<file path="config.mk">
export PLATFORM = sky130hd
export DESIGN_NAME = mux4_rr_arbiter_flat
export DESIGN_NICKNAME = d
export VERILOG_FILES = /design/src/rtl/mux4_rr_arbiter_if.sv /design/src/rtl/mux4_rr_arbiter.sv /design/src/flat_wrapper.sv
export SDC_FILE = /design/constraint.sdc
export NUM_CORES = 1
export LEC_CHECK = 0
export BUFFER_PORTS_ARGS = -buffer_cell sky130_fd_sc_hd__clkbuf_2
export CORE_UTILIZATION = 46
export DETAILED_ROUTE_END_ITERATION = 6
export PLACE_DENSITY = 0.86
export SYNTH_ARGS = -nofsm -noshare
export SYNTH_HDL_FRONTEND = slang
export SYNTH_HIERARCHICAL = 1
export SYNTH_SLANG_ARGS = --single-unit
</file>
<file path="constraint.sdc">
create_clock -name clk -period 5.45 [get_ports clk]
set_clock_uncertainty 0.05 [all_clocks]
set_input_delay 0.545 -clock clk [delete_from_list [all_inputs] [get_ports clk]]
set_output_delay 0.545 -clock clk [all_outputs]
set_load 0.005 [all_outputs]
</file>
<file path="src/rtl/mux4_rr_arbiter_if.sv">
// Bus between four requesting sources, the arbiter and the downstream consumer.
interface mux4_rr_arbiter_if #(
    parameter int unsigned WIDTH = 28
);
    logic [3:0]       req;
    logic [WIDTH-1:0] in1;
    logic [WIDTH-1:0] in2;
    logic [WIDTH-1:0] in3;
    logic [WIDTH-1:0] in4;
    logic             out_ready;
    logic [3:0]       grant;
    logic [1:0]       sel;
    logic [WIDTH-1:0] out_data;
    logic             out_valid;

    // Sources and downstream consumer side.
    modport master (
        output req, in1, in2, in3, in4, out_ready,
        input  grant, sel, out_data, out_valid
    );

    // Arbiter side.
    modport slave (
        input  req, in1, in2, in3, in4, out_ready,
        output grant, sel, out_data, out_valid
    );
endinterface

</file>
<file path="src/rtl/mux4_rr_arbiter.sv">
// Four-source round-robin arbiter with a single registered output slot.

// Plain 4:1 data selector.
module mux4 #(
    parameter int unsigned WIDTH = 28
) (
    input  logic [WIDTH-1:0] d0,
    input  logic [WIDTH-1:0] d1,
    input  logic [WIDTH-1:0] d2,
    input  logic [WIDTH-1:0] d3,
    input  logic [1:0]       sel,
    output logic [WIDTH-1:0] y
);
    // Select one input word without modification.
    always_comb begin
        y = d0;
        case (sel)
            2'd0:    y = d0;
            2'd1:    y = d1;
            2'd2:    y = d2;
            default: y = d3;
        endcase
    end
endmodule

module mux4_rr_arbiter #(
    parameter int unsigned WIDTH = 28
) (
    input logic            clk,
    input logic            reset_n,
    mux4_rr_arbiter_if.slave bus
);
    typedef enum logic {
        EMPTY = 1'b0,
        FULL  = 1'b1
    } state_t;

    state_t           state;
    logic [1:0]       ptr;
    logic [1:0]       win_idx;
    logic             win_found;
    logic             slot_free;
    logic [WIDTH-1:0] mux_out;

    // Rotating priority search starting at ptr; first set request wins.
    always_comb begin
        win_found = 1'b0;
        win_idx   = ptr;
        for (int i = 0; i < 4; i++) begin
            if (!win_found && bus.req[ptr + 2'(i)]) begin
                win_found = 1'b1;
                win_idx   = ptr + 2'(i);
            end
        end
    end

    // The slot can take a new word when empty or when the held word leaves this cycle.
    always_comb begin
        slot_free = (state == EMPTY) || bus.out_ready;
    end

    // Data path select follows this cycle's winner, not the registered sel.
    mux4 #(.WIDTH(WIDTH)) u_mux4 (
        .d0  (bus.in1),
        .d1  (bus.in2),
        .d2  (bus.in3),
        .d3  (bus.in4),
        .sel (win_idx),
        .y   (mux_out)
    );

    // Output slot state, pointer and registered outputs.
    always_ff @(posedge clk or negedge reset_n) begin
        if (!reset_n) begin
            state         <= EMPTY;
            ptr           <= 2'd0;
            bus.out_valid <= 1'b0;
            bus.grant     <= 4'b0000;
            bus.sel       <= 2'd0;
            bus.out_data  <= '0;
        end else begin
            bus.grant <= 4'b0000;
            if (slot_free) begin
                if (win_found) begin
                    state         <= FULL;
                    bus.out_valid <= 1'b1;
                    bus.out_data  <= mux_out;
                    bus.sel       <= win_idx;
                    bus.grant     <= 4'b0001 << win_idx;
                    ptr           <= win_idx + 2'd1;
                end else begin
                    state         <= EMPTY;
                    bus.out_valid <= 1'b0;
                end
            end
        end
    end
endmodule

</file>
<file path="src/flat_wrapper.sv">
// flat-port wrapper written by rule: the top's interface ports become plain ports
module mux4_rr_arbiter_flat 
#(
    parameter int unsigned WIDTH = 28
)
  (clk, reset_n, bus_req, bus_in1, bus_in2, bus_in3, bus_in4, bus_out_ready, bus_grant, bus_sel, bus_out_data, bus_out_valid);
  mux4_rr_arbiter_if #(.WIDTH(WIDTH)) bus_i ();
  input logic clk;
  input logic reset_n;
  input wire logic [$bits(bus_i.req)-1:0] bus_req;
  input wire logic [$bits(bus_i.in1)-1:0] bus_in1;
  input wire logic [$bits(bus_i.in2)-1:0] bus_in2;
  input wire logic [$bits(bus_i.in3)-1:0] bus_in3;
  input wire logic [$bits(bus_i.in4)-1:0] bus_in4;
  input wire logic [$bits(bus_i.out_ready)-1:0] bus_out_ready;
  output wire logic [$bits(bus_i.grant)-1:0] bus_grant;
  output wire logic [$bits(bus_i.sel)-1:0] bus_sel;
  output wire logic [$bits(bus_i.out_data)-1:0] bus_out_data;
  output wire logic [$bits(bus_i.out_valid)-1:0] bus_out_valid;
  assign bus_i.req = bus_req;
  assign bus_i.in1 = bus_in1;
  assign bus_i.in2 = bus_in2;
  assign bus_i.in3 = bus_in3;
  assign bus_i.in4 = bus_in4;
  assign bus_i.out_ready = bus_out_ready;
  assign bus_grant = bus_i.grant;
  assign bus_sel = bus_i.sel;
  assign bus_out_data = bus_i.out_data;
  assign bus_out_valid = bus_i.out_valid;
  mux4_rr_arbiter #(.WIDTH(WIDTH)) u_core (.clk(clk), .reset_n(reset_n), .bus(bus_i));
endmodule
</file>
== Word-level counts from Yosys, hierarchy flattened ==
Cells that the tools add are included.

* Flip-flop bits (word level): 37
* Input bits: 119
* Word-level logic and storage cells: 45

* $add $sub $neg: 4
* $lt $le $gt $ge: 4
* Eq/ne operators: 2
* Shift-type cells: 1
* Mux-type cells: 19
* Bitwise operators: 1
* Reduce and logical (&&, ||, !) cells: 9

{| class="wikitable"
|+ Operators by type and width
! kind !! number
|-
| 28-bit one-hot mux with 3 select lines || 1
|-
| 2-bit by 3-bit < comparator with 1-bit output (second input constant) || 4
|-
| 1-bit 2-to-1 mux || 9
|-
| 1-bit binary-select mux with 2-bit select || 4
|-
| 4-bit 2-to-1 mux || 2
|-
| 2-bit 2-to-1 mux || 3
|-
| 2-bit by 1-bit adder with 2-bit output (second input constant) || 2
|-
| 2-bit adder (second input constant) || 2
|-
| 1-bit by 2-bit << shifter with 4-bit output (first input constant) || 1
|-
| 1-bit logical AND || 3
|-
| 1-bit logical NOT || 3
|-
| 2-bit by 1-bit == test with 1-bit output (second input constant) || 1
|-
| 2-bit == test (second input constant) || 1
|-
| 2-bit logical NOT || 1
|-
| 2-bit AND reduction || 1
|-
| 1-bit logical OR || 1
|-
| 1-bit inverter || 1
|}

== Longest topological paths before layout ==
* Depth in word-level cells: 15
* Depth in mapped cells: 7
* Mapped depth without buffers: 5

== Modules after synthesis ==
Netlist, hierarchy kept.

{| class="wikitable"
|+ Modules (own cells, without submodules)
! module !! instances !! cells each !! area an instance (µm²)
|-
| mux4_rr_arbiter || 1 || 105 || 1649.1
|-
| mux4 || 1 || 34 || 726.9
|}

== Least setup slack after synthesis ==
Ideal clock, no wire load.

* Kind: input port to flip-flop
* Start: input port bus_req[0]
* End: register u_core.bus.out_data[10]
* Library setup time: 125 ps
* Data arrival time: 2275 ps
* Required time: 5275 ps
* Setup slack: 3000 ps
* Stages on the path: 7
* Buffers on the path: 2
* Cell sequence: nor2b_1 o21ai_0 and3_1 buf_6 buf_12 mux4_2 mux2_4

* Longest elaborated chain between the ends: 14
* Elaborated cells on any way between the ends: 26
* Classes of those cells: eq/ne (2); mux (16); reduce/logical (8)

{| class="wikitable"
|+ RTL lines
! what !! line !! source
|-
| from (decl) || flat_wrapper.sv:10 || <nowiki>input wire logic [$bits(bus_i.req)-1:0] bus_req;</nowiki>
|-
| 1-bit binary-select mux with 2-bit select || mux4_rr_arbiter.sv:50 || <nowiki>if (!win_found && bus.req[ptr + 2'(i)]) begin</nowiki>
|-
| 1-bit 2-to-1 mux (not written as such) || mux4_rr_arbiter.sv:50 ||
|-
| 1-bit 2-to-1 mux || mux4_rr_arbiter.sv:50 ||
|-
| 1-bit logical NOT || mux4_rr_arbiter.sv:50 ||
|-
| 1-bit logical AND || mux4_rr_arbiter.sv:50 ||
|-
| 1-bit 2-to-1 mux || mux4_rr_arbiter.sv:50 ||
|-
| 1-bit logical NOT || mux4_rr_arbiter.sv:50 ||
|-
| 1-bit logical AND || mux4_rr_arbiter.sv:50 ||
|-
| 1-bit 2-to-1 mux || mux4_rr_arbiter.sv:50 ||
|-
| 1-bit logical NOT || mux4_rr_arbiter.sv:50 ||
|-
| 1-bit logical AND || mux4_rr_arbiter.sv:50 ||
|-
| 2-bit 2-to-1 mux (*) || mux4_rr_arbiter.sv:50 ||
|-
| net u_core.win_idx[0] || mux4_rr_arbiter.sv:40 || <nowiki>logic [1:0] win_idx;</nowiki>
|-
| 2-bit == test, or another cell as far along || mux4_rr_arbiter.sv:17 || <nowiki>case (sel)</nowiki>
|-
| 28-bit one-hot mux with 3 select lines (*) || mux4_rr_arbiter.sv:17 ||
|-
| net u_core.mux_out[10] || mux4_rr_arbiter.sv:43 || <nowiki>logic [WIDTH-1:0] mux_out;</nowiki>
|-
| to (signal assigned) || mux4_rr_arbiter.sv:87 || <nowiki>bus.out_data <= mux_out;</nowiki>
|-
| to (decl) || mux4_rr_arbiter_if.sv:25 || <nowiki>output grant, sel, out_data, out_valid</nowiki>
|}

Mark *: on every way through the listed nets, which the timed path passes. The rest lies on a longest branch. The select of a mux whose other input is x is not followed.
A chain may end at the register's enable or synchronous reset.

== Worst setup path after layout ==
* Start: input port bus_req[0]
* End: register u_core.bus.out_data[1]

The elaborated chain is that of the path after synthesis.

==> summary.md <==
| Metric | Value |
|---|---|
| CP endpoint kind | `register` |
| Clk_lat worst skew | `0.28 ns` |
| Cell Pwr Density | `411 nW/um2` |
| Clock power share | `13.6%` |
| DRC Markers | `0` |
| Root Driver | `clkbuf_8` |
| Most common cell in the netlist | `dfrtp_1` |
| Final TNS setup | `0 ns` |
| Post-synthesis sequential area ratio | `39.0%` |
| Outcome | `complete, no violations` |
| Hold buffers post-CTS | `0` |
| Row cnt | `25` |
| DR vias | `1861` |
| Wire per inst | `16.9 um` |
| Unrepaired setup endpoints after global routing | `false` |
| Final Max Tran Viols | `0` |
| Grt total ovfl | `0` |
| Sw frac | `31.2%` |
| Tmin final | `2.90 ns` |
| Postcts setup bufs | `0` |
| Dpl cell area | `3110 um2` |
| Leakage | `0.00167 uW` |
| Top cell type's share of synthesized area | `39.0%` |
| Number of global-route vias before repair | `1899` |
| Routability cong. | `0.872` |
| Psw | `409 uW` |
| H-Tree Depth | `2` |
| Synth Area in Adders | `2.11%` |
| Simple-gate share of the synthesized area | `4.58%` |
| Via-to-Cell Ratio | `5.23` |
| Design area | `3190 um2` |
| Port bufs | `153` |
| CTS tree | `done` |
| Synth Flop Type | `dfrtp_1` |
| Peak supply drop | `0.000206 V` |
| Non-Filler Instances | `356` |
| Fraction of synthesized area in multiplexers | `45.8%` |
| Detailed Route Iter0 Violations | `73` |
| Cells along the critical path | `clkbuf_2, nor2b_1, o21ai_0, and3_2, mux4_1, mux2_4` |
| Internal power | `902 uW` |
| Crit share post-route | `53.1%` |
| Synth Instances | `139` |
| Clock sinks | `37` |
| Setup violations, final | `0` |
| Max-Cap Viols | `0` |
| Reg power frac | `36.2%` |
| Largest area contributor in the netlist | `dfrtp_1` |
| Critical path class | `in -> reg` |
| Number of CTS-inserted buffers | `5` |
| Drt pass-1 iters | `4` |
| Class of the worst hold path | `in -> async` |
| Slew HR | `13.4%` |
| Worst Path Required | `5.56 ns` |
| Setup crit start kind | `input pin` |
| Filler cell count | `370` |
| PostCTS Resize Cnt | `0` |
| Max FO, Critical Path | `30` |
| Largest net degree at the start of global routing | `38` |
| Hpwl dp | `4750 um` |
| ANT cells | `0` |
| Post-Synth XOR/XNOR Area | `0%` |
| Final hold violations | `0` |
| Number of synthesized register bits | `37` |
| Die H | `73.9 um` |
| Synth unique cells | `27` |
| Synth Net Count | `262` |
| Placed insts | `348` |
| Area Overhead vs Synth | `34.3%` |
| First-pass GRT wire length | `9140 um` |
| Synth Area per Inst | `17.1 um2` |
| Routed Wire Length | `6000 um` |
| Worst path slowest cell | `and3_2` |
| Chip width | `73.9 um` |
| Critical path data arrival time | `3.01 ns` |
| Mapped Area | `2380 um2` |
| Reg2reg setup slack | `2.56 ns` |
| Final net count | `411` |
| Worst Tran Pin Value | `1.30 ns` |
| Synth Warn # | `6` |
| Combinational share of power | `50.3%` |
| I/O pin total | `154` |
| Core area | `4850 um2` |
| F_max | `0.345 GHz` |
| Post-DRT Antenna Nets | `0` |
| Die area | `5460 um2` |
| Worst path max stage delay | `0.92 ns` |
| GRT Total Usage | `23.0%` |
| Largest family of logic cells by synthesized area | `multiplexers` |
| Clock Path Buffers | `2` |
| Post-synth EDFFs | `0` |
| Share of post-route cells with drive strength above 1 | `72.3%` |
| Asr flop ratio synth | `100%` |
| Starting Density | `49.0%` |
| Worst slack at placement | `2.26 ns` |
| PnR worst setup slack | `2.55 ns` |
| Compound-gate portion of the synthesized area | `3.63%` |
| Synth top area cells | `dfrtp_1 (39%), mux4_2 (19%), mux2_4 (17%)` |
| Most instantiated cells after synthesis | `dfrtp_1 (37), mux2_4 (27), mux4_2 (20), mux4_1 (8)` |
| Initial antenna violation count | `0` |
| Pwr Total | `1310 uW` |
| Clock slew seen by the registers of the worst setup and hold paths | `0.07 ns` |
critical path, delay by kind of cell:
| family | cells | cell delay, ns |
|---|---|---|
| simple gates | 2 | 1.07 |
| mux | 2 | 0.94 |
| compound gates | 1 | 0.35 |
| buf+inv | 1 | 0.10 |
metrics by stage:
stage,hold WS (ns),utilization (%)
finish,0.337,65.8
global route,0.414,65.8
CTS,0.378,65.8
detailed placement,0.446,64.2
global placement,0.447,64.2
floorplan,0.199,-
state kept, by name, indices dropped and copies added (netlist names):
signal               count
u_core/bus.out_data     28
u_core/state             1
u_core/bus.grant         4
u_core/bus.sel           2
u_core/ptr               2
cell families (layout without fill, tap and decap cells):
| group | after synthesis | after routing |
|---|---|---|
| AOI/OAI and AO/OA | 12 | 12 |
| adders and majority gates | 4 | 4 |
| buffers and inverters | 11 | 161 |
| DFF | 37 | 37 |
| muxes | 57 | 57 |
| and+or+nand+nor | 18 | 18 |
final timing paths:
path | start | endpoint | depth (start not counted)
max | bus_req[0] | u_core/bus.out_data[1]$_DFFE_PN0P_ | 6
min | reset_n | u_core/bus.out_data[8]$_DFFE_PN0P_ | 1
max in group asynchronous | reset_n | u_core/bus.out_data[12]$_DFFE_PN0P_ | 1
min reg2reg | u_core/bus.out_data[8]$_DFFE_PN0P_ | u_core/bus.out_data[8]$_DFFE_PN0P_ | 1
max reg2reg | u_core/ptr[1]$_DFFE_PN0P_ | u_core/bus.out_data[1]$_DFFE_PN0P_ | 5
min in group clk | u_core/bus.out_data[8]$_DFFE_PN0P_ | u_core/bus.out_data[8]$_DFFE_PN0P_ | 1
layer usage:
layer	up-vias	track usage (%)	share of wire, %	wire, um
met2	81	41.1	55	3310
met3	6	3.84	4.4	262
met1	919	27.4	39	2340
met4	0	9.19	1.4	82
met5	-	0	0	0
li1	855	-	-	-
layout by cell type (no fill, tap or decap), types with 3 or more instances in the layout:
cell type  Yosys  routed
clkbuf_2       0     153
dfrtp_1       37      37
mux2_4        27      27
mux4_2        20      20
mux4_1         8       8
clkbuf_8       0       5
nor2b_1        4       4
and3_1         5       4
ha_1           4       4
clkbuf_1       0       3
power by group through the flow:
stage | clock, uW | combinational (uW) | sequential [uW]
after floorplan | 0 | 460 | 474
after global placement | 0 | 642 | 474
after detailed placement | 0 | 667 | 477
after CTS | 185 | 666 | 475
after global routing | 198 | 716 | 490
final | 178 | 659 | 474
layout make-up:
| type | count | area (um2) | share of cell area, % |
|---|---|---|---|
| Sequential cell | 37 | 926 | 29.0 |
| Clock buffer | 8 | 80.1 | 2.51 |
| Tap cell | 67 | 83.8 | 2.63 |
| Multi-Input combinational cell | 91 | 1340 | 41.8 |
| Timing Repair Buffer | 153 | 766 | 24.0 |
No activity file was read; power rests on OpenSTA's default activity.
